### src/rtl/instr_fetch_decoder.sv
// Instruction-fetch / pre-decode stage for a WebAssembly core.
// Pulls a byte window from instruction memory, decodes one opcode plus its
// LEB128 immediate, hands it to execute over valid/ready, and returns the
// consumed length so the memory read pointer advances by one instruction.
// Optional feature macro: MEMARG_EN (load/store memarg decode + align port).
module instr_fetch_decoder #(
   parameter int WINDOW_BYTES = 8,
   parameter int LOG_WINDOW   = 3,
   parameter int IMM_WIDTH    = 32
) (
   input  logic                      clk,
   input  logic                      rst,
   output logic                      re,
   input  logic [8*WINDOW_BYTES-1:0] rd_data,
   input  logic                      rd_data_vld,
   input  logic                      instr_finish,
   output logic                      shift_vld,
   output logic [LOG_WINDOW:0]       read_pointer_shift_minusone,
   output logic                      instr_vld,
   input  logic                      instr_rdy,
   output logic [7:0]                opcode,
   output logic [IMM_WIDTH-1:0]      imm,
   output logic                      imm_vld,
   output logic [3:0]                instr_len,
   output logic                      dec_err,
`ifdef MEMARG_EN
   output logic [7:0]                align,
`endif
   output logic                      done
);

   typedef enum logic [1:0] {S_IDLE, S_FETCH, S_OUT, S_ERR} state_t;
   typedef enum logic [2:0] {K_NONE, K_ULEB, K_SLEB, K_RAW, K_MEMARG} kind_t;

   state_t               r_state, w_state_nxt;
   kind_t                w_kind;
   logic [7:0]           w_byte [0:7];
   logic [2:0]           w_leb_start;
   logic [2:0]           w_idx;
   logic [IMM_WIDTH-1:0] w_leb_val;
   logic [2:0]           w_leb_len;
   logic                 w_leb_end;
   int unsigned          w_sext_pos;
   logic [IMM_WIDTH-1:0] w_imm;
   logic                 w_imm_vld;
   logic [3:0]           w_len;
   logic                 w_err;
   logic [7:0]           r_opcode;
   logic [IMM_WIDTH-1:0] r_imm;
   logic                 r_imm_vld;
   logic [3:0]           r_len;
`ifdef MEMARG_EN
   logic [7:0]           w_align;
   logic [7:0]           r_align;
`endif

   // Split the first eight window bytes; byte 0 sits at the read pointer.
   always_comb begin
      for (int unsigned i = 0; i < 8; i++) begin
         w_byte[i] = rd_data[8*i +: 8];
      end
   end

   // Classify the opcode byte by the kind of immediate it carries.
   always_comb begin
      w_kind = K_NONE;
      case (w_byte[0])
         8'h0c, 8'h0d, 8'h10,
         8'h20, 8'h21, 8'h22, 8'h23, 8'h24: w_kind = K_ULEB;
         8'h41:                             w_kind = K_SLEB;
         8'h02, 8'h03, 8'h04:               w_kind = K_RAW;
         default: begin
`ifdef MEMARG_EN
            if (w_byte[0] >= 8'h28 && w_byte[0] <= 8'h3e) w_kind = K_MEMARG;
`endif
         end
      endcase
   end

   // LEB128 decode (max 5 bytes); bits past IMM_WIDTH fall off the shift.
   always_comb begin
      w_leb_start = (w_kind == K_MEMARG) ? 3'd2 : 3'd1;
      w_leb_val   = '0;
      w_leb_len   = '0;
      w_leb_end   = 1'b0;
      w_idx       = '0;
      for (int unsigned n = 0; n < 5; n++) begin
         if (!w_leb_end) begin
            w_idx     = 3'(w_leb_start + n);
            w_leb_val = w_leb_val | (IMM_WIDTH'(w_byte[w_idx][6:0]) << (7 * n));
            if (!w_byte[w_idx][7]) begin
               w_leb_end = 1'b1;
               w_leb_len = 3'(n + 1);
            end
         end
      end
      // sign bit beyond IMM_WIDTH was already discarded, so no extension then
      w_sext_pos = 7 * {29'd0, w_leb_len};
      if (w_kind == K_SLEB && w_leb_end && w_sext_pos <= IMM_WIDTH) begin
         if (w_leb_val[w_sext_pos-1]) w_leb_val = w_leb_val | ({IMM_WIDTH{1'b1}} << w_sext_pos);
      end
   end

   // Assemble decoded fields and the malformed-encoding flag.
   always_comb begin
      w_imm     = '0;
      w_imm_vld = 1'b0;
      w_len     = 4'd1;
      w_err     = 1'b0;
`ifdef MEMARG_EN
      w_align   = '0;
`endif
      case (w_kind)
         K_ULEB, K_SLEB: begin
            w_imm     = w_leb_val;
            w_imm_vld = 1'b1;
            w_len     = 4'd1 + {1'b0, w_leb_len};
            w_err     = !w_leb_end;
         end
         K_RAW: begin
            w_imm     = IMM_WIDTH'(w_byte[1]);
            w_imm_vld = 1'b1;
            w_len     = 4'd2;
         end
         K_MEMARG: begin
`ifdef MEMARG_EN
            w_align   = w_byte[1];
`endif
            w_imm     = w_leb_val;
            w_imm_vld = 1'b1;
            w_len     = 4'd2 + {1'b0, w_leb_len};
            w_err     = w_byte[1][7] || !w_leb_end;
         end
         default: ;
      endcase
   end

   // State register.
   always_ff @(posedge clk) begin
      if (rst) r_state <= S_IDLE;
      else     r_state <= w_state_nxt;
   end

   // Next-state and handshake outputs; reset suppresses a same-cycle shift.
   always_comb begin
      w_state_nxt = r_state;
      re          = 1'b0;
      instr_vld   = 1'b0;
      shift_vld   = 1'b0;
      done        = 1'b0;
      dec_err     = 1'b0;
      case (r_state)
         S_IDLE: begin
            done = instr_finish && !rst;
            if (!instr_finish) w_state_nxt = S_FETCH;
         end
         S_FETCH: begin
            re = 1'b1;
            if (rd_data_vld) w_state_nxt = w_err ? S_ERR : S_OUT;
         end
         S_OUT: begin
            instr_vld = 1'b1;
            if (instr_rdy) begin
               shift_vld   = !rst;
               w_state_nxt = S_IDLE;
            end
         end
         S_ERR:   dec_err = 1'b1;
         default: w_state_nxt = S_IDLE;
      endcase
   end

   // Capture decoded instruction at the end of a successful fetch.
   always_ff @(posedge clk) begin
      if (rst) begin
         r_opcode  <= '0;
         r_imm     <= '0;
         r_imm_vld <= 1'b0;
         r_len     <= '0;
`ifdef MEMARG_EN
         r_align   <= '0;
`endif
      end else if (r_state == S_FETCH && rd_data_vld && !w_err) begin
         r_opcode  <= w_byte[0];
         r_imm     <= w_imm;
         r_imm_vld <= w_imm_vld;
         r_len     <= w_len;
`ifdef MEMARG_EN
         r_align   <= w_align;
`endif
      end
   end

   assign opcode    = r_opcode;
   assign imm       = r_imm;
   assign imm_vld   = r_imm_vld;
   assign instr_len = r_len;
`ifdef MEMARG_EN
   assign align     = r_align;
`endif
   assign read_pointer_shift_minusone = shift_vld ? (LOG_WINDOW+1)'(r_len - 4'd1) : '0;

endmodule

### config.mk
export PLATFORM = sky130hd
export DESIGN_NAME = instr_fetch_decoder
export DESIGN_NICKNAME = d
export VERILOG_FILES = /design/src/rtl/instr_fetch_decoder.sv
export SDC_FILE = /design/constraint.sdc
export NUM_CORES = 1
export LEC_CHECK = 0
export BUFFER_PORTS_ARGS = -buffer_cell sky130_fd_sc_hd__clkbuf_2
export CORE_MARGIN = 5
export CORE_UTILIZATION = 40
export DETAILED_ROUTE_END_ITERATION = 8
export PLACE_DENSITY = 0.68
export SLEW_MARGIN = 20
export SYNTH_ARGS = -nofsm -noshare
export SYNTH_HDL_FRONTEND = slang
export SYNTH_SLANG_ARGS = --single-unit
### constraint.sdc
create_clock -name clk -period 4.3 [get_ports clk]
set_input_delay 0.86 -clock clk [delete_from_list [all_inputs] [get_ports clk]]
set_output_delay 0.86 -clock clk [all_outputs]
set_load 0.005 [all_outputs]
==> run summary, run 1 <==
Slew headroom -> 58.6%
Vias -> 3279
P_leak -> 0.00171 uW
Rows -> 32
CP max FO -> 22
Layout area overhead -> 25.1%
critical path startpoint category -> primary input
Sum Neg Setup Slack -> 0 ps
Worst-Skew Late Latency -> 300 ps
Layout Cells excl Fill -> 585
Yosys reg bits -> 47
TritonCTS clock tree -> built
Clock Path Buffers -> 2
largest net degree at the start of global routing -> 35
Fin Hold WS -> 450 ps
final net count -> 565
Die Ht -> 99.2 um
Starting Density -> 41.2%
Worst-Margin Slew -> 616 ps
die area -> 9850 um2
commonest non-fill, non-tap cell in the layout -> clkbuf_2
crit share post-route -> 92.5%
Most used DFF post-synth -> dfxtp_1
core box area -> 7730 um2
Seq. cell area -> 941 um2
vias in the first global route -> 3340
RSZ-0062 raised after global routing -> no
Yosys cell types -> 65
r2r setup slk -> 2110 ps
initial antenna violation count -> 0
EDFF count, synth -> 0
CTS buffer count -> 5
# Max-Cap Violations -> 0
Routed wire per std cell -> 17.0 um
share of layout cells above drive strength 1 -> 33.5%
I/O pin cnt -> 123
drc violations -> 0
Root Buffer -> clkbuf_8
Port Buffer Count -> 103
post-cts hold buffer count -> 0
GP Congestion -> 0.912
Slew Limit Fails -> 0
Synth async-reset ratio -> 0%
# diodes -> 0
post-CTS setup buffers -> 0
post-synth net total -> 455
min Tclk post-route -> 3980 ps
Mapped Area -> 3180 um2
clk_skew -> 8.52 ps
fmax -> 251 MHz
Iter 0 DRT Violations -> 274
total grt overflow -> 0
power per cell area -> 248 nW/um2
Via density -> 5.61
WS Path Type -> primary input to flop
Final Setup Violations -> 0
1st-pass router iterations -> 5
Global Route Usage Sum -> 20.2%
worst min path class -> flop to flop
H-tree levels -> 2
Critical Path AT -> 4160 ps
Clock Sinks -> 47
most frequent cells in the layout -> 103 x clkbuf_2, 47 x dfxtp_1, 45 x nand2_1, 28 x a22oi_1, 27 x nor2_1
Post-Syn Instances -> 372
global-route wire length before repair -> 16.5 mm
Mean Syn Cell Area -> 8.56 um2
clock transition at the registers of the reported paths -> 90 ps
Max IR drop VDD -> 0.122 mV
FILL cells -> 791
Crit. End Element -> flop
endpoints failing hold -> 0
Die W -> 99.2 um
antenna-violating nets left -> 0
part of the Yosys area used for sequential elements -> 29.5%
Worst Path Required -> 4480 ps
multi-input logic area -> 2040 um2
# placed instances -> 577
post-CTS sizing -> 0
status -> complete, no violations
Total Routed Length -> 9.95 mm
Yosys warning count -> 0
half-perimeter wire length after placement -> 7.77 mm
sequential cells by signal, indices dropped and copies added, names as in the netlist:
register / cells
imm: 32
opcode: 8
r_state: 2
instr_len: 4
imm_vld: 1
cell type report:
type,count,area share [%]
inverters,18,1.82
multi-input cells,282,51.3
well taps,102,3.20
clock inverters,2,0.314
repair buffers,128,18.0
flip-flops and latches,47,23.6
clock buffers,6,1.82
worst paths after layout:
path,end,depth (start not counted),from
setup / recovery,imm[19]$_SDFFE_PP0P_,13,rd_data[31]
hold / removal,imm_vld$_SDFFE_PP0P_,2,imm_vld$_SDFFE_PP0P_
setup reg to reg,imm[29]$_SDFFE_PP0P_,7,r_state[0]$_SDFFE_PP0P_
hold reg to reg,imm_vld$_SDFFE_PP0P_,2,imm_vld$_SDFFE_PP0P_
cell families (layout without fill, tap and decap cells):
kind of cell	after synthesis	after routing	share of synthesized area, %
muxes	9	9	4.24
xor gates and xnor gates	11	11	3.85
and+or+nand+nor	128	128	20.4
buffers and inverters	43	154	6.40
adders and majority gates	15	15	6.29
DFF	47	47	29.5
AOI/OAI and AO/OA	119	119	29.3
layer usage:
metal	track usage [%]	share of wire, %	vias to the layer above
li1	-	-	1596
met1	26.7	43	1557
met2	35.0	49	114
met3	3.44	6.7	12
met4	3.68	1.2	0
met5	0	0	-
through the flow:
step	power (uW)	cell area (um2)	worst slack, ps	utilization, %
final	988	3980	323	51.6
after global routing	1040	3980	26.6	51.6
after CTS	993	3980	346	51.6
after detailed placement	724	3900	30.1	50.5
after global placement	720	3900	90.2	50.5
after floorplan	620	3180	373	-
synth_stat cells (2+ instances only):
cell type	instances	area share (%)
dfxtp_1	47	30
buf_2	5	0.79
a21oi_1	20	3.1
and2_1	3	0.59
nor2b_1	6	1.2
clkbuf_1	13	1.5
a21o_1	5	1.2
or4_1	2	0.47
a22oi_1	28	6.6
o41ai_2	7	3.6
o31ai_1	20	4.7
nand3_1	9	1.4
nor2_1	28	3.3
nor3_1	6	0.94
xnor2_1	6	1.7
a31oi_1	3	0.59
buf_6	3	1.1
o32a_1	2	0.63
mux2_2	2	0.71
nor3b_1	3	0.71
a32oi_1	4	1.1
fa_1	2	1.3
a211oi_1	5	1.2
o21ai_0	5	0.79
nand2_1	45	5.3
ha_1	12	4.7
nand2b_1	2	0.39
mux2i_1	3	0.94
xor2_1	3	0.83
mux4_2	3	2.1
and3_1	2	0.39
nand4_1	6	1.2
o21ai_1	6	0.94
o211ai_1	2	0.47
inv_1	17	2.0
buf_4	2	0.47
or3_1	5	0.98
nand3b_1	3	0.71
power breakdown:
group          leakage, uW  total, uW  internal, uW  switching (uW)
registers         0.000379        445           440            4.52
logic              0.00129        271           111             160
clock network    0.0000412        272           114             158
critical path, stage by stage:
cell      delay, ps
clkbuf_2        210
nand3_1         130
a21oi_1         240
fa_1            460
nor2b_1         300
buf_4           190
mux2i_1         500
nor3_1          100
nor3_1          460
a311oi_2        140
nor3_4          240
buf_12          210
o41ai_2         100
No activity file was read; power rests on OpenSTA's default activity.
==> run 2: changes to the inputs <==
--- a/config.mk
+++ b/config.mk
@@ -8,6 +8,7 @@
 export BUFFER_PORTS_ARGS = -buffer_cell sky130_fd_sc_hd__clkbuf_2
 export CORE_MARGIN = 5
 export CORE_UTILIZATION = 40
+export CTS_BUF_LIST = sky130_fd_sc_hd__clkbuf_16
 export DETAILED_ROUTE_END_ITERATION = 8
 export PLACE_DENSITY = 0.68
 export SLEW_MARGIN = 20
==> run summary, run 2 (synthesis gave the netlist of run 1 again) <==
status -> complete, no violations
Crit-path slowest cell -> mux2i_1
vias in the first global route -> 3329
global-route wire length before repair -> 16.5 mm
CP max stage delay -> 490 ps
die area -> 9850 um2
antenna-violating nets left -> 0
power per cell area -> 273 nW/um2
1st-pass router iterations -> 5
core box area -> 7730 um2
Worst-Skew Late Latency -> 290 ps
endpoints failing hold -> 0
total grt overflow -> 0
Die W -> 99.2 um
Crit. End Element -> flop
drc violations -> 0
Layout Cells excl Fill -> 585
Clock Path Buffers -> 2
Root Buffer -> clkbuf_16
largest net degree at the start of global routing -> 35
CTS buffer count -> 5
RSZ-0062 raised after global routing -> no
Iter 0 DRT Violations -> 261
post-CTS setup buffers -> 0
# diodes -> 0
clk_skew -> 5.83 ps
Final Setup Violations -> 0
Clock Sinks -> 47
Total Routed Length -> 10.0 mm
most frequent cells in the layout -> 103 x clkbuf_2, 47 x dfxtp_1, 45 x nand2_1, 28 x a22oi_1, 27 x nor2_1
Worst Path Required -> 4460 ps
Max IR drop VDD -> 0.149 mV
Vias -> 3281
Die Ht -> 99.2 um
half-perimeter wire length after placement -> 7.77 mm
post-cts hold buffer count -> 0
Via density -> 5.61
TritonCTS clock tree -> built
Routed wire per std cell -> 17.1 um
initial antenna violation count -> 0
share of layout cells above drive strength 1 -> 33.5%
H-tree levels -> 2
Slew headroom -> 57.8%
WS Path Type -> primary input to flop
final net count -> 565
Worst-Margin Slew -> 629 ps
worst min path class -> flop to flop
Rows -> 32
I/O pin cnt -> 123
crit share post-route -> 92.8%
Layout area overhead -> 26.9%
fmax -> 251 MHz
min Tclk post-route -> 3990 ps
clock transition at the registers of the reported paths -> 70 ps
Critical Path AT -> 4150 ps
commonest non-fill, non-tap cell in the layout -> clkbuf_2
Sum Neg Setup Slack -> 0 ps
Slew Limit Fails -> 0
FILL cells -> 777
CP max FO -> 22
final core utilization -> 52.3%
post-CTS sizing -> 0
critical path, cell by cell -> clkbuf_2 -> nand3_1 -> a21oi_1 -> fa_1 -> nor2b_1 -> buf_4 -> mux2i_1 -> nor3_1 -> nor3_1 -> a311oi_2 -> nor3_4 -> buf_12 -> o41ai_2
critical path startpoint category -> primary input
P_leak -> 0.00174 uW
Global Route Usage Sum -> 20.3%
Port Buffer Count -> 103
# placed instances -> 577
Largest register FFs -> 32
CP most frequent cell -> nor3_1
Starting Density -> 41.2%
GP Congestion -> 0.912
# Max-Cap Violations -> 0
run 2: cell type report:
| type | instances | area (um2) | share of cell area, % |
|---|---|---|---|
| clock buffer | 5 | 125 | 3.10 |
| clock inverter | 3 | 16.3 | 0.403 |
| inverter | 18 | 72.6 | 1.80 |
| multi-input combinational | 282 | 2040 | 50.5 |
| sequential | 47 | 941 | 23.3 |
| tap | 102 | 128 | 3.16 |
| timing repair buffer | 128 | 716 | 17.7 |
run 2: per-stage QoR:
stage / hold WS [ps] / total power, uW / area, um2 / setup WS (ps)
global route: 481 / 1150 / 4040 / 3.98
global placement: 433 / 720 / 3900 / 90.2
detailed placement: 437 / 724 / 3900 / 30.1
CTS: 448 / 1110 / 4040 / 328
finish: 446 / 1100 / 4040 / 310
floorplan: 439 / 620 / 3180 / 373
run 2: layer usage:
layer  part of all wire, %  vias up  global-route usage [%]  wire (um)
met5                     0        -                       0          0
met3                   5.9       10                    3.23        596
met2                    49       98                    35.0       4890
met4                   1.2        0                    4.31        117
li1                      -     1600                       -          -
met1                    44     1573                    26.7       4430
run 2: worst paths after layout:
check | startpoint | endpoint | slack (ps) | cells past startpoint
worst max register to register | r_state[0]$_SDFFE_PP0P_ | imm[29]$_SDFFE_PP0P_ | 2110 | 7
worst min-delay path | imm_vld$_SDFFE_PP0P_ | imm_vld$_SDFFE_PP0P_ | 450 | 2
worst max-delay path | rd_data[31] | imm[19]$_SDFFE_PP0P_ | 310 | 13
worst min register to register | imm_vld$_SDFFE_PP0P_ | imm_vld$_SDFFE_PP0P_ | 450 | 2
run 2: where the power goes:
group	switching (uW)	internal [uW]	total (uW)
logic	161	111	272
clock network	173	213	385
registers	4.49	441	445
total	338	764	1100
run 2: worst max-delay path, delay by kind of cell:
| kind | cells | cell delay, ps |
|---|---|---|
| adder cells (fa/ha/maj) | 1 | 460 |
| multiplexers | 1 | 490 |
| AO/OA/AOI/OAI | 3 | 480 |
| AND/OR/NAND/NOR | 5 | 1250 |
| buffers and inverters | 3 | 610 |
==> run 3: changes to the inputs <==
--- a/config.mk
+++ b/config.mk
@@ -5,12 +5,13 @@
 export SDC_FILE = /design/constraint.sdc
 export NUM_CORES = 1
 export LEC_CHECK = 0
+export ABC_AREA = 1
 export BUFFER_PORTS_ARGS = -buffer_cell sky130_fd_sc_hd__clkbuf_2
 export CORE_MARGIN = 5
 export CORE_UTILIZATION = 40
 export CTS_BUF_LIST = sky130_fd_sc_hd__clkbuf_16
 export DETAILED_ROUTE_END_ITERATION = 8
-export PLACE_DENSITY = 0.68
+export PLACE_DENSITY = 0.66
 export SLEW_MARGIN = 20
 export SYNTH_ARGS = -nofsm -noshare
 export SYNTH_HDL_FRONTEND = slang
==> run summary, run 3 <==
status -> complete, no violations
Sum Neg Setup Slack -> 0 ps
core box area -> 8640 um2
Clock Sinks -> 47
clk_skew -> 7.85 ps
clock transition at the registers of the reported paths -> 60 ps
endpoints failing hold -> 0
Largest register FFs -> 32
total grt overflow -> 0
Yosys reg bits -> 47
Yosys top cell by area -> dfxtp_1
RSZ-0062 raised after global routing -> no
min Tclk post-route -> 3900 ps
WS Path Type -> primary input to flop
Final Setup Violations -> 0
# Max-Cap Violations -> 0
most frequent cells in the layout -> 245 x nand2_1, 103 x clkbuf_2, 65 x inv_1, 55 x nor2_1, 47 x dfxtp_1
Seq. cell area -> 941 um2
Die W -> 104 um
Crit. End Element -> flop
I/O pin cnt -> 123
Root Buffer -> clkbuf_16
pre-CTS WS -> 82.6 ps
drc violations -> 0
Worst-Skew Late Latency -> 290 ps
initial antenna violation count -> 0
worst min path class -> flop to flop
antenna-violating nets left -> 0
CTS buffer count -> 5
Mapped Area -> 3520 um2
Critical Path AT -> 4130 ps
Crit-path slowest cell -> fa_1
critical path, cell by cell -> clkbuf_2 -> buf_4 -> nand3_4 -> nand2_1 -> inv_1 -> fa_1 -> inv_1 -> ha_1 -> a21oi_1 -> nor2_1 -> nor2_1 -> inv_1 -> nand2_1 -> nand3_1 -> inv_1 -> nand4_1 -> nand2_1 -> nand2_1 -> nand2_1
Synth async-reset ratio -> 0%
Rows -> 34
fmax -> 256 MHz
post-synth net total -> 670
# diodes -> 0
multi-input logic area -> 2220 um2
1st-pass router iterations -> 5
Yosys warning count -> 0
crit share post-route -> 90.7%
GP Congestion -> 0.994
Vias -> 4003
Starting Density -> 40.7%
vias in the first global route -> 3862
largest net degree at the start of global routing -> 25
commonest non-fill, non-tap cell in the layout -> nand2_1
CP most frequent cell -> nand2_1
half-perimeter wire length after placement -> 8.54 mm
P_leak -> 0.00255 uW
Slew Limit Fails -> 0
Worst-Margin Slew -> 426 ps
top cells by area, synth -> dfxtp_1 27%, nand2_1 26%, inv_1 6.8%, nand3_1 6.1%, nor2_1 6.1%
TritonCTS clock tree -> built
Yosys cell types -> 36
Layout area overhead -> 23.8%
Max IR drop VDD -> 0.162 mV
Worst Path Required -> 4530 ps
H-tree levels -> 2
Routed wire per std cell -> 13.3 um
Post-Syn Instances -> 587
FILL cells -> 940
part of the Yosys area used for sequential elements -> 26.7%
share of layout cells above drive strength 1 -> 21.6%
final worst slack -> 398 ps
EDFF count, synth -> 0
die area -> 10800 um2
post-CTS sizing -> 0
Slew headroom -> 71.6%
Total Routed Length -> 10.7 mm
CP max FO -> 14
Clock Path Buffers -> 2
top-count cell post-synth -> nand2_1
synth cell count leaders -> 245 x nand2_1, 64 x inv_1, 57 x nor2_1
critical path startpoint category -> primary input
post-CTS setup buffers -> 0
Mean Syn Cell Area -> 5.99 um2
final net count -> 775
area share of the largest cell type after synthesis -> 26.7%
Via density -> 5.00
Global Route Usage Sum -> 19.8%
Most used DFF post-synth -> dfxtp_1
power per cell area -> 305 nW/um2
Iter 0 DRT Violations -> 320
final core utilization -> 50.4%
Port Buffer Count -> 103
Die Ht -> 104 um
post-cts hold buffer count -> 0
CP max stage delay -> 510 ps
global-route wire length before repair -> 18.3 mm
[run 3: final timing paths]
kind | from | endpoint | cells after the start | slack [ps]
worst max-delay path | rd_data[15] | imm[6]$_SDFFE_PP0P_ | 19 | 400
worst min-delay path | imm[22]$_SDFFE_PP0P_ | imm[22]$_SDFFE_PP0P_ | 2 | 450
worst max register to register | r_state[0]$_SDFFE_PP0P_ | imm[18]$_SDFFE_PP0P_ | 11 | 2360
worst min register to register | imm[22]$_SDFFE_PP0P_ | imm[22]$_SDFFE_PP0P_ | 2 | 450
[run 3: worst max-delay path, delay by kind of cell]
kind                       cells  cell delay, ps
buffers and inverters          6            1030
adders and majority gates      2             700
and+or+nand+nor               10            1250
AOI/OAI and AO/OA              1             280
[run 3: power breakdown]
group,total (uW),switching (uW),internal [uW]
clock,500,169,331
sequential,447,4.91,443
combinational,380,256,124
total,1330,430,898
[run 3: cell type report]
| cell class | instances | share of cell area, % |
|---|---|---|
| multi-input combinational | 454 | 51.1 |
| sequential | 47 | 21.6 |
| timing repair buffer | 115 | 13.9 |
| inverter | 69 | 5.95 |
| tap | 108 | 3.10 |
| clock buffer | 5 | 2.87 |
| clock inverter | 3 | 1.47 |
[run 3: cells by family after synthesis]
group / Yosys count / share of synthesized area (%)
AOI/OAI and AO/OA: 57 / 9.21
xor gates and xnor gates: 2 / 0.711
adders and majority gates: 14 / 5.41
buffers and inverters: 86 / 10.2
DFF: 47 / 26.7
and+or+nand+nor: 381 / 47.8
[run 3: stage by stage]
step / hold WS, ps / power [uW] / cells / instance area, um2
after detailed placement: 441 / 833 / 793 / 4160
after global placement: 436 / 825 / 793 / 4160
after CTS: 453 / 1330 / 801 / 4350
after floorplan: 447 / 722 / 587 / 3520
after global routing: 469 / 1410 / 801 / 4350
final: 450 / 1330 / 801 / 4350
[run 3: metal layers]
metal,GRT usage (%),vias to the layer above,routed length (um)
met5,0,-,0
met1,26.6,1799,4940
li1,-,2060,-
met4,4.16,0,134
met3,3.86,14,683
met2,32.9,130,4930
